===== src/rtl/pipeline_hazard_ctrl.sv =====
// pipeline_hazard_ctrl
// Central stall/flush sequencer for a 5-stage pipeline. Drives the PC and
// inter-stage register enables plus bubble (flush) lines, resolving data
// memory wait, taken branches, load-use hazards and the halt-drain sequence.
// Keeps a saturating count of stall cycles.

module pipeline_hazard_ctrl #(
   parameter int CNT_W        = 16,
   parameter int DRAIN_CYCLES = 4
) (
   input  logic             clk,
   input  logic             reset,
   input  logic [4:0]       id_rs,
   input  logic [4:0]       id_rt,
   input  logic             id_uses_rs,
   input  logic             id_uses_rt,
   input  logic             ex_mem_read,
   input  logic [4:0]       ex_rt,
   input  logic             ex_branch_taken,
   input  logic             halt_req,
   input  logic             mem_req,
   input  logic             mem_ready,
   output logic             pc_en,
   output logic             ifid_en,
   output logic             idex_en,
   output logic             exmem_en,
   output logic             memwb_en,
   output logic             ifid_flush,
   output logic             idex_flush,
   output logic             memwb_flush,
   output logic             halted,
   output logic [1:0]       state,
   output logic [CNT_W-1:0] stall_count
);

   localparam logic [1:0] ST_RUN    = 2'b00;
   localparam logic [1:0] ST_DRAIN  = 2'b01;
   localparam logic [1:0] ST_HALTED = 2'b10;

   localparam int             DW         = $clog2(DRAIN_CYCLES + 1);
   localparam logic [DW-1:0]  DRAIN_INIT = DW'(DRAIN_CYCLES);
   localparam logic [DW-1:0]  DRAIN_ONE  = DW'(1);
   localparam logic [CNT_W-1:0] CNT_MAX  = '1;
   localparam logic [CNT_W-1:0] CNT_ONE  = CNT_W'(1);

   logic [1:0]       state_q, state_d;
   logic [DW-1:0]    drain_q, drain_d;
   logic [CNT_W-1:0] stall_q;
   logic             stall_inc;
   logic             freeze;
   logic             load_use;

   // Memory wait and the classic load-use interlock (r0 never creates a hazard).
   assign freeze   = mem_req & ~mem_ready;
   assign load_use = ex_mem_read & (ex_rt != 5'd0) &
                     ((id_uses_rs & (id_rs == ex_rt)) | (id_uses_rt & (id_rt == ex_rt)));

   // Decide enables, flushes and next state from the current state and hazards.
   always_comb begin
      // NOTE: every output of this block gets a default here so no path can
      // leave one unassigned and infer a latch.
      pc_en       = 1'b0;
      ifid_en     = 1'b0;
      idex_en     = 1'b0;
      exmem_en    = 1'b0;
      memwb_en    = 1'b0;
      ifid_flush  = 1'b0;
      idex_flush  = 1'b0;
      memwb_flush = 1'b0;
      stall_inc   = 1'b0;
      state_d     = state_q;
      drain_d     = drain_q;

      if (reset) begin
         case (state_q)
            ST_RUN, ST_DRAIN: begin
               if (freeze) begin
                  // Only MEM/WB moves, and it takes a bubble while MEM waits.
                  memwb_en    = 1'b1;
                  memwb_flush = 1'b1;
                  stall_inc   = 1'b1;
               end else if (ex_branch_taken) begin
                  // Squash the two younger wrong-path instructions; a HALT
                  // among them is discarded, so any drain is abandoned.
                  pc_en      = 1'b1;
                  ifid_en    = 1'b1;
                  idex_en    = 1'b1;
                  exmem_en   = 1'b1;
                  memwb_en   = 1'b1;
                  ifid_flush = 1'b1;
                  idex_flush = 1'b1;
                  state_d    = ST_RUN;
                  drain_d    = '0;
               end else if ((state_q == ST_RUN) && load_use) begin
                  // Hold PC and IF/ID one cycle, bubble into EX.
                  idex_en    = 1'b1;
                  idex_flush = 1'b1;
                  exmem_en   = 1'b1;
                  memwb_en   = 1'b1;
                  stall_inc  = 1'b1;
               end else if ((state_q == ST_DRAIN) || halt_req) begin
                  // Stop fetching and feed bubbles behind the HALT.
                  ifid_en    = 1'b1;
                  ifid_flush = 1'b1;
                  idex_en    = 1'b1;
                  exmem_en   = 1'b1;
                  memwb_en   = 1'b1;
                  if (state_q == ST_RUN) begin
                     state_d = ST_DRAIN;
                     drain_d = DRAIN_INIT;
                  end else begin
                     drain_d = drain_q - DRAIN_ONE;
                     if (drain_q == DRAIN_ONE) begin
                        state_d = ST_HALTED;
                     end
                  end
               end else begin
                  pc_en    = 1'b1;
                  ifid_en  = 1'b1;
                  idex_en  = 1'b1;
                  exmem_en = 1'b1;
                  memwb_en = 1'b1;
               end
            end
            ST_HALTED: begin
               // Frozen until reset; all enables and flushes stay low.
            end
            default: begin
               state_d = ST_RUN;
               drain_d = '0;
            end
         endcase
      end
   end

   // State and drain counter registers.
   always_ff @(posedge clk or negedge reset) begin
      if (!reset) begin
         // NOTE: sequential state uses non-blocking assignments so every
         // register samples the pre-edge values of its peers.
         state_q <= ST_RUN;
         drain_q <= '0;
      end else begin
         state_q <= state_d;
         drain_q <= drain_d;
      end
   end

   // Saturating stall-cycle counter; sticks at all-ones instead of wrapping.
   always_ff @(posedge clk or negedge reset) begin
      if (!reset) begin
         stall_q <= '0;
      end else if (stall_inc && (stall_q != CNT_MAX)) begin
         stall_q <= stall_q + CNT_ONE;
      end
   end

   assign state       = state_q;
   assign halted      = (state_q == ST_HALTED);
   assign stall_count = stall_q;

endmodule


===== config.mk =====
export PLATFORM = sky130hd
export DESIGN_NAME = pipeline_hazard_ctrl
export DESIGN_NICKNAME = d
export VERILOG_FILES = /design/src/rtl/pipeline_hazard_ctrl.sv
export SDC_FILE = /design/constraint.sdc
export NUM_CORES = 1
export LEC_CHECK = 0
export ABC_AREA = 1
export CAP_MARGIN = 0
export CELL_PAD_IN_SITES_DETAIL_PLACEMENT = 2
export CELL_PAD_IN_SITES_GLOBAL_PLACEMENT = 2
export CORE_MARGIN = 2
export CORE_UTILIZATION = 24
export CTS_CLUSTER_SIZE = 16
export DETAILED_ROUTE_END_ITERATION = 12
export HOLD_SLACK_MARGIN = 0.02
export PLACE_DENSITY = 0.91
export SLEW_MARGIN = 20
export SYNTH_ARGS = -nofsm -noshare
export SYNTH_HDL_FRONTEND = slang
export SYNTH_SLANG_ARGS = --single-unit

===== constraint.sdc =====
create_clock -name clk -period 2 [get_ports clk]
set_input_delay 0.3 -clock clk [delete_from_list [all_inputs] [get_ports clk]]
set_output_delay 0.3 -clock clk [all_outputs]
set_load 0.01 [all_outputs]

# [After elaboration in Yosys (flattened, before gate mapping)]
# Cells that the tools add are included.
[op_classes] reduce_logical=8 mux=47 n_addsub=2 eq_ne=10 bitwise_logic=8
[op_table] cell="1-bit two-way mux" count=34
[op_table] cell="16-bit by 1-bit adder with 16-bit output (second input constant)" count=1
[op_table] cell="16-bit inequality test (second input constant)" count=1
[op_table] cell="3-bit two-way mux" count=5
[op_table] cell="2-bit two-way mux" count=6
[op_table] cell="5-bit equality test" count=2
[op_table] cell="3-bit inequality test (second input constant)" count=2
[op_table] cell="3-bit one-hot mux with 2 select lines" count=1
[op_table] cell="6-bit AND reduction" count=1
[op_table] cell="1-bit bitwise AND" count=5
[op_table] cell="5-bit AND reduction" count=1
[op_table] cell="5-bit nonzero test" count=1
[op_table] cell="4-bit inequality test (second input constant)" count=1
[op_table] cell="2-bit one-hot mux with 2 select lines" count=1
[op_table] cell="3-bit by 1-bit equality test with 1-bit output (second input constant)" count=1
[op_table] cell="3-bit by 1-bit subtractor with 3-bit output (second input constant)" count=1
[op_table] cell="2-bit by 1-bit equality test with 1-bit output (second input constant)" count=1
[op_table] cell="2-bit equality test (second input constant)" count=1
[op_table] cell="1-bit logical AND" count=2
[op_table] cell="2-bit zero test" count=1
[op_table] cell="2-bit inequality test (second input constant)" count=1
[op_table] cell="1-bit NOT" count=2
[op_table] cell="2-bit OR reduction" count=1
[op_table] cell="1-bit logical OR" count=1
[op_table] cell="1-bit OR" count=1
[totals] input_bits=24 output_inout_bits=27 ff_bits=21 elab_cells=78

# [Logic depth before layout (Yosys ltp)]
[logic_depth] word_depth=11 ltp_mapped=12

# [Worst setup path before layout]
# No wires, ideal clock.
[synth_timing] path_kind="register -> register" from="register stall_q[0], in the netlist stall_count[0]" to="register stall_q[4], in the netlist stall_count[4]" required_ns=1.883 path_stages_with_launch=10 setup_slack_ns=0.380 arrival_ns=1.503 synth_period_minus_slack_ns=1.620 path_buffers=1 cell_sequence="dfrtp_1 > ha_1 > nand2_1 > nor3_2 > nand2_1 > nor2_2 > a31oi_2 > buf_2 > nand3_1 > nand2_1"
[synth_via] elab_chain_len=2
[synth_lines] element="from (decl)" line="48" rtl="logic [CNT_W-1:0] stall_q;"
[synth_lines] element="from (signal assigned)" line="154" rtl="stall_q <= stall_q + CNT_ONE;"
[synth_lines] element="parallel branches: the longest is 2 deep, another holds 16-bit by 1-bit adder with 16-bit output"
# Parallel ways; which one is timed is not known.
# A chain may end at the register's enable or synchronous reset.

# [Worst setup path after layout]
[layout_timing] from="input port reset" to="output port idex_en"
[layout_via] elab_chain_len=1
[layout_lines] element="from (decl)" line="12" rtl="input logic reset,"
[layout_lines] element="1-bit two-way mux" line="74" rtl="if (reset) begin"
[layout_lines] element="to (decl)" line="25" rtl="output logic idex_en,"
# Every way passes these cells.

==> results by stage <==
Clocking:
- The CTS tree is yes.
- The number of clock buffers inserted by TritonCTS is 3.
- After clock tree synthesis, the setup repair step added 0 buffers.
- The clock reaches the later pin of the worst-skew pair after about 0.26 ns.
- Clock-pin slew was measured on the worst setup and hold paths at approximately 0.080 ns.
- In this run the deepest clock path goes through 2 buffers.
- The number of H-tree branching levels is 1.
- The cell at the root of the clock tree is sky130_fd_sc_hd__clkbuf_8.
- After clock tree synthesis, the flow added hold-fix buffers numbering 0.
- The clock sink total is 21.

STA:
- Of the available clock period, the critical path in the final layout requires a little over nine tenths.
- The smallest clock period supported by the final layout is computed as around 1.9 ns.
- The final setup violation count is 0.
- The total count of hold-check failures in the final report is 0.
- Setup repair after global routing could not meet its margin everywhere.
- The final-report max-slew violation count came to 0.
- The worst slew margin relative to its limit is between 60 and 70%.
- The maximum frequency from static timing analysis is approximately 520 MHz.
- The final-layout setup total negative slack is 0 ns.
- The maximum clock skew at final layout is around 0.0057 ns.
- The slew of the pin with the lowest slew margin is approximately 0.46 ns.

Yosys:
- The mapped netlist covers ~1600 um2.
- The mux cell area share after synthesis is 0%.
- The number of synthesized register bits is 21.
- After Yosys synthesis, XOR and XNOR cells account for ~7.7% of the synthesized area.
- Ranked by total cell area, the synthesized netlist is headed by sky130_fd_sc_hd__dfrtp_1, sky130_fd_sc_hd__nand2_1, sky130_fd_sc_hd__inv_1, sky130_fd_sc_hd__nand3_1, sky130_fd_sc_hd__nor2_1.
- Summing the areas of all and, or, nand and nor instances in the mapped netlist gives 40.6% of the synthesized area.
- The register area share after synthesis is 33.0%.
- The yosys synthesis warning count is 0.
- The largest area contributor in the synthesized netlist is sky130_fd_sc_hd__dfrtp_1.
- The synthesized netlist devotes under 10% of its cell area to adder and majority cells.
- The complex-gate fraction of the synthesized area is under 10%.
- Counting every instance in the synthesized netlist gives roughly 250.
- The synthesized net count is ~280.
- Yosys mapped the design onto 25 distinct sky130hd cell types.
- The fraction of post-synthesis cell area in the top cell type by area is around 33%.
- The mean instance size in the synthesized netlist is ~6.4 um2.
- The combinational family with the most area after synthesis is simple AND/OR/NAND/NOR gates.

Cells and area:
- The final cell count without fillers is roughly 390.
- The share of final-layout standard cells stronger than drive strength 1 is ~13%.
- The final cell area excluding filler cells is 2330 um2.
- The number of nets in the layout is between 300 and 400.
- The area growth from synthesis to final layout is 46.4%.
- After filler insertion, the fill cell instance count of the layout stands at 787.
- The final antenna diode count is 0.

Global routing:
- Summed over all layers, the global routing overflow is 0.
- The via count of the first global-routing pass is roughly 2200.
- The number of antenna violations at the first check in global routing is 0.
- The overall routing resource usage is about 18%.
- The global-route wire length before repair is roughly 11 mm.
- The largest net degree at the start of global routing is 23.

Drt:
- For this run, design rule violations remaining after detail routing come to 0.
- The first routing iteration left 38 violations.
- The final wirelength is roughly 6.4 mm.
- Across all layers, the routed design uses between 1500 and 2000 vias.
- The residual antenna-violating net count after detailed routing is 0.
- The iteration count of the initial detailed-routing pass is 4.
- Using the TritonRoute via totals, the vias-per-cell ratio works out to 4.73.
- Dividing the detail-routed wire length by the instance count gives about 16 um.

Min path:
- The type of the worst min-delay path is input pin to asynchronous set/reset pin.

Setup path:
- The arrival time reported for the critical path endpoint is around 1.6 ns.
- The worst setup path is launched from an input pin.
- For the worst setup path, the data required time is approximately 1.7 ns.
- Of all nets on the critical path, the largest fanout is 3.
- The worst setup path is captured at an output pin.
- The kind of critical path is input pin to output pin.

Floorplan:
- Pin placement for this block handled between 50 and 60 I/O pins.
- The floorplan has 29 rows.
- The starting density of the core is approximately 25%.
- The area of the die is between 7000 and 8000 um2.
- Measured along the x axis, the die boundary spans ~85 um.
- The core region is ~6400 um2.
- The vertical die dimension is about 85 um.

Power:
- The leakage power is between 1 and 1.5 nW.
- The completed layout was analyzed and its total power is 1.66 mW.
- The maximum vdd drop is about 0.27 mV.
- The power per standard cell area is about 700 nW/um2.

Run:
- The tool flagged a number of max-cap violations equal to 0.

Placed design:
- The HPWL reported at the end of detailed placement is ~5 mm.
- The port buffer count is 50.
- The post-place instance area is around 2300 um2.
- The number of placed cells counting well taps is roughly 390.
- The routability congestion estimate from global placement is ~0.8.

Run status:
- The run finished with clean final reports.
## layer usage
metal / track usage (%) / up-vias / part of all wire, %
li1: - / 894 / -
met1: 20.9 / 917 / 41
met2: 35.6 / 30 / 55
met3: 2.43 / 10 / 2.2
met4: 4.76 / 0 / 1.7
met5: 0 / - / 0
## stage by stage
| stage | util, % | setup slack (ns) | hold slack (ns) |
|---|---|---|---|
| after global routing | 36.5 | -0.0200 | 0.479 |
| after detailed placement | 35.9 | -0.541 | 0.528 |
| after CTS | 36.5 | -0.0320 | 0.472 |
| after global placement | 35.9 | -0.373 | 0.499 |
| final | 36.5 | 0.0739 | 0.450 |
| after floorplan | - | 0.380 | 0.00441 |
## logic make-up after synthesis
kind of cell,count (synthesis)
xor gates and xnor gates,14
buffers and inverters,43
DFF,21
and+or+nand+nor,153
adders and majority gates,3
AOI/OAI and AO/OA,14
## cells in the mapped netlist (all sizes together)
cell type	n
nand4	4
xnor2	6
dfrtp	21
a21boi	1
nor4	1
nand2	86
buf	5
inv	38
a21oi	2
nand3b	1
o21ai	10
nor2	31
xor2	8
nor3	5
nand3	25
ha	3
a31oi	1
## sequential cells by signal, indices dropped and copies added, names as in the netlist
register,flops
state,2
stall_count,16
drain_q,3
## layout by cell type, fill, tap and decap left out, types with 2 or more instances in the layout
cell,n
sky130_fd_sc_hd__buf_4,16
sky130_fd_sc_hd__buf_2,3
sky130_fd_sc_hd__nand3_1,24
sky130_fd_sc_hd__inv_1,33
sky130_fd_sc_hd__ha_1,3
sky130_fd_sc_hd__nand2_1,82
sky130_fd_sc_hd__clkdlybuf4s50_1,35
sky130_fd_sc_hd__nor3_1,3
sky130_fd_sc_hd__xnor2_1,6
sky130_fd_sc_hd__nand2_2,4
sky130_fd_sc_hd__o21ai_1,3
sky130_fd_sc_hd__nor2_2,3
sky130_fd_sc_hd__o21ai_0,7
sky130_fd_sc_hd__nand4_1,4
sky130_fd_sc_hd__dlygate4sd2_1,10
sky130_fd_sc_hd__nor3_2,2
sky130_fd_sc_hd__clkbuf_8,3
sky130_fd_sc_hd__dfrtp_1,21
sky130_fd_sc_hd__nor2_1,28
sky130_fd_sc_hd__inv_2,5
sky130_fd_sc_hd__xor2_1,8
## what timing repair did
action,4_1_cts,5_1_grt
pin swaps,1,3
setup endpoints to repair,7,4
hold endpoints to repair,0,0
gates cloned,0,0
resized for setup,28,7
## area by class of cell
class	count	area [um2]	share of cell area (%)
multi-input cells	184	908	39.0
flip-flops and latches	21	526	22.6
repair buffers	67	611	26.2
inverters	38	143	6.13
clock buffers	4	45.0	1.93
well taps	77	96.3	4.14
## final timing paths
path | startpoint | slack (ns) | to | cells past startpoint
setup / recovery | reset | 0.07 | idex_en | 5
hold / removal | reset | 0.45 | stall_count[0] | 2
setup reg to reg | stall_count[0] | 0.17 | stall_count[4] | 9
hold reg to reg | drain_q[2] | 0.54 | drain_q[2] | 2
max in group asynchronous | reset | 1.31 | state[0] | 2
min in group clk | drain_q[2] | 0.54 | drain_q[2] | 2
## power breakdown
group	internal [mW]	switching, mW
Clock	0.142	0.147
Combinational	0.355	0.419
Sequential	0.500	0.0964
## critical path, cell delays in order
cell and delay (ns):
sky130_fd_sc_hd__clkdlybuf4s50_1 0.50, sky130_fd_sc_hd__inv_1 0.09, sky130_fd_sc_hd__nor3_2 0.28, sky130_fd_sc_hd__buf_4 0.17
sky130_fd_sc_hd__dlygate4sd2_1 0.29
(Power assumes the default switching activity.)
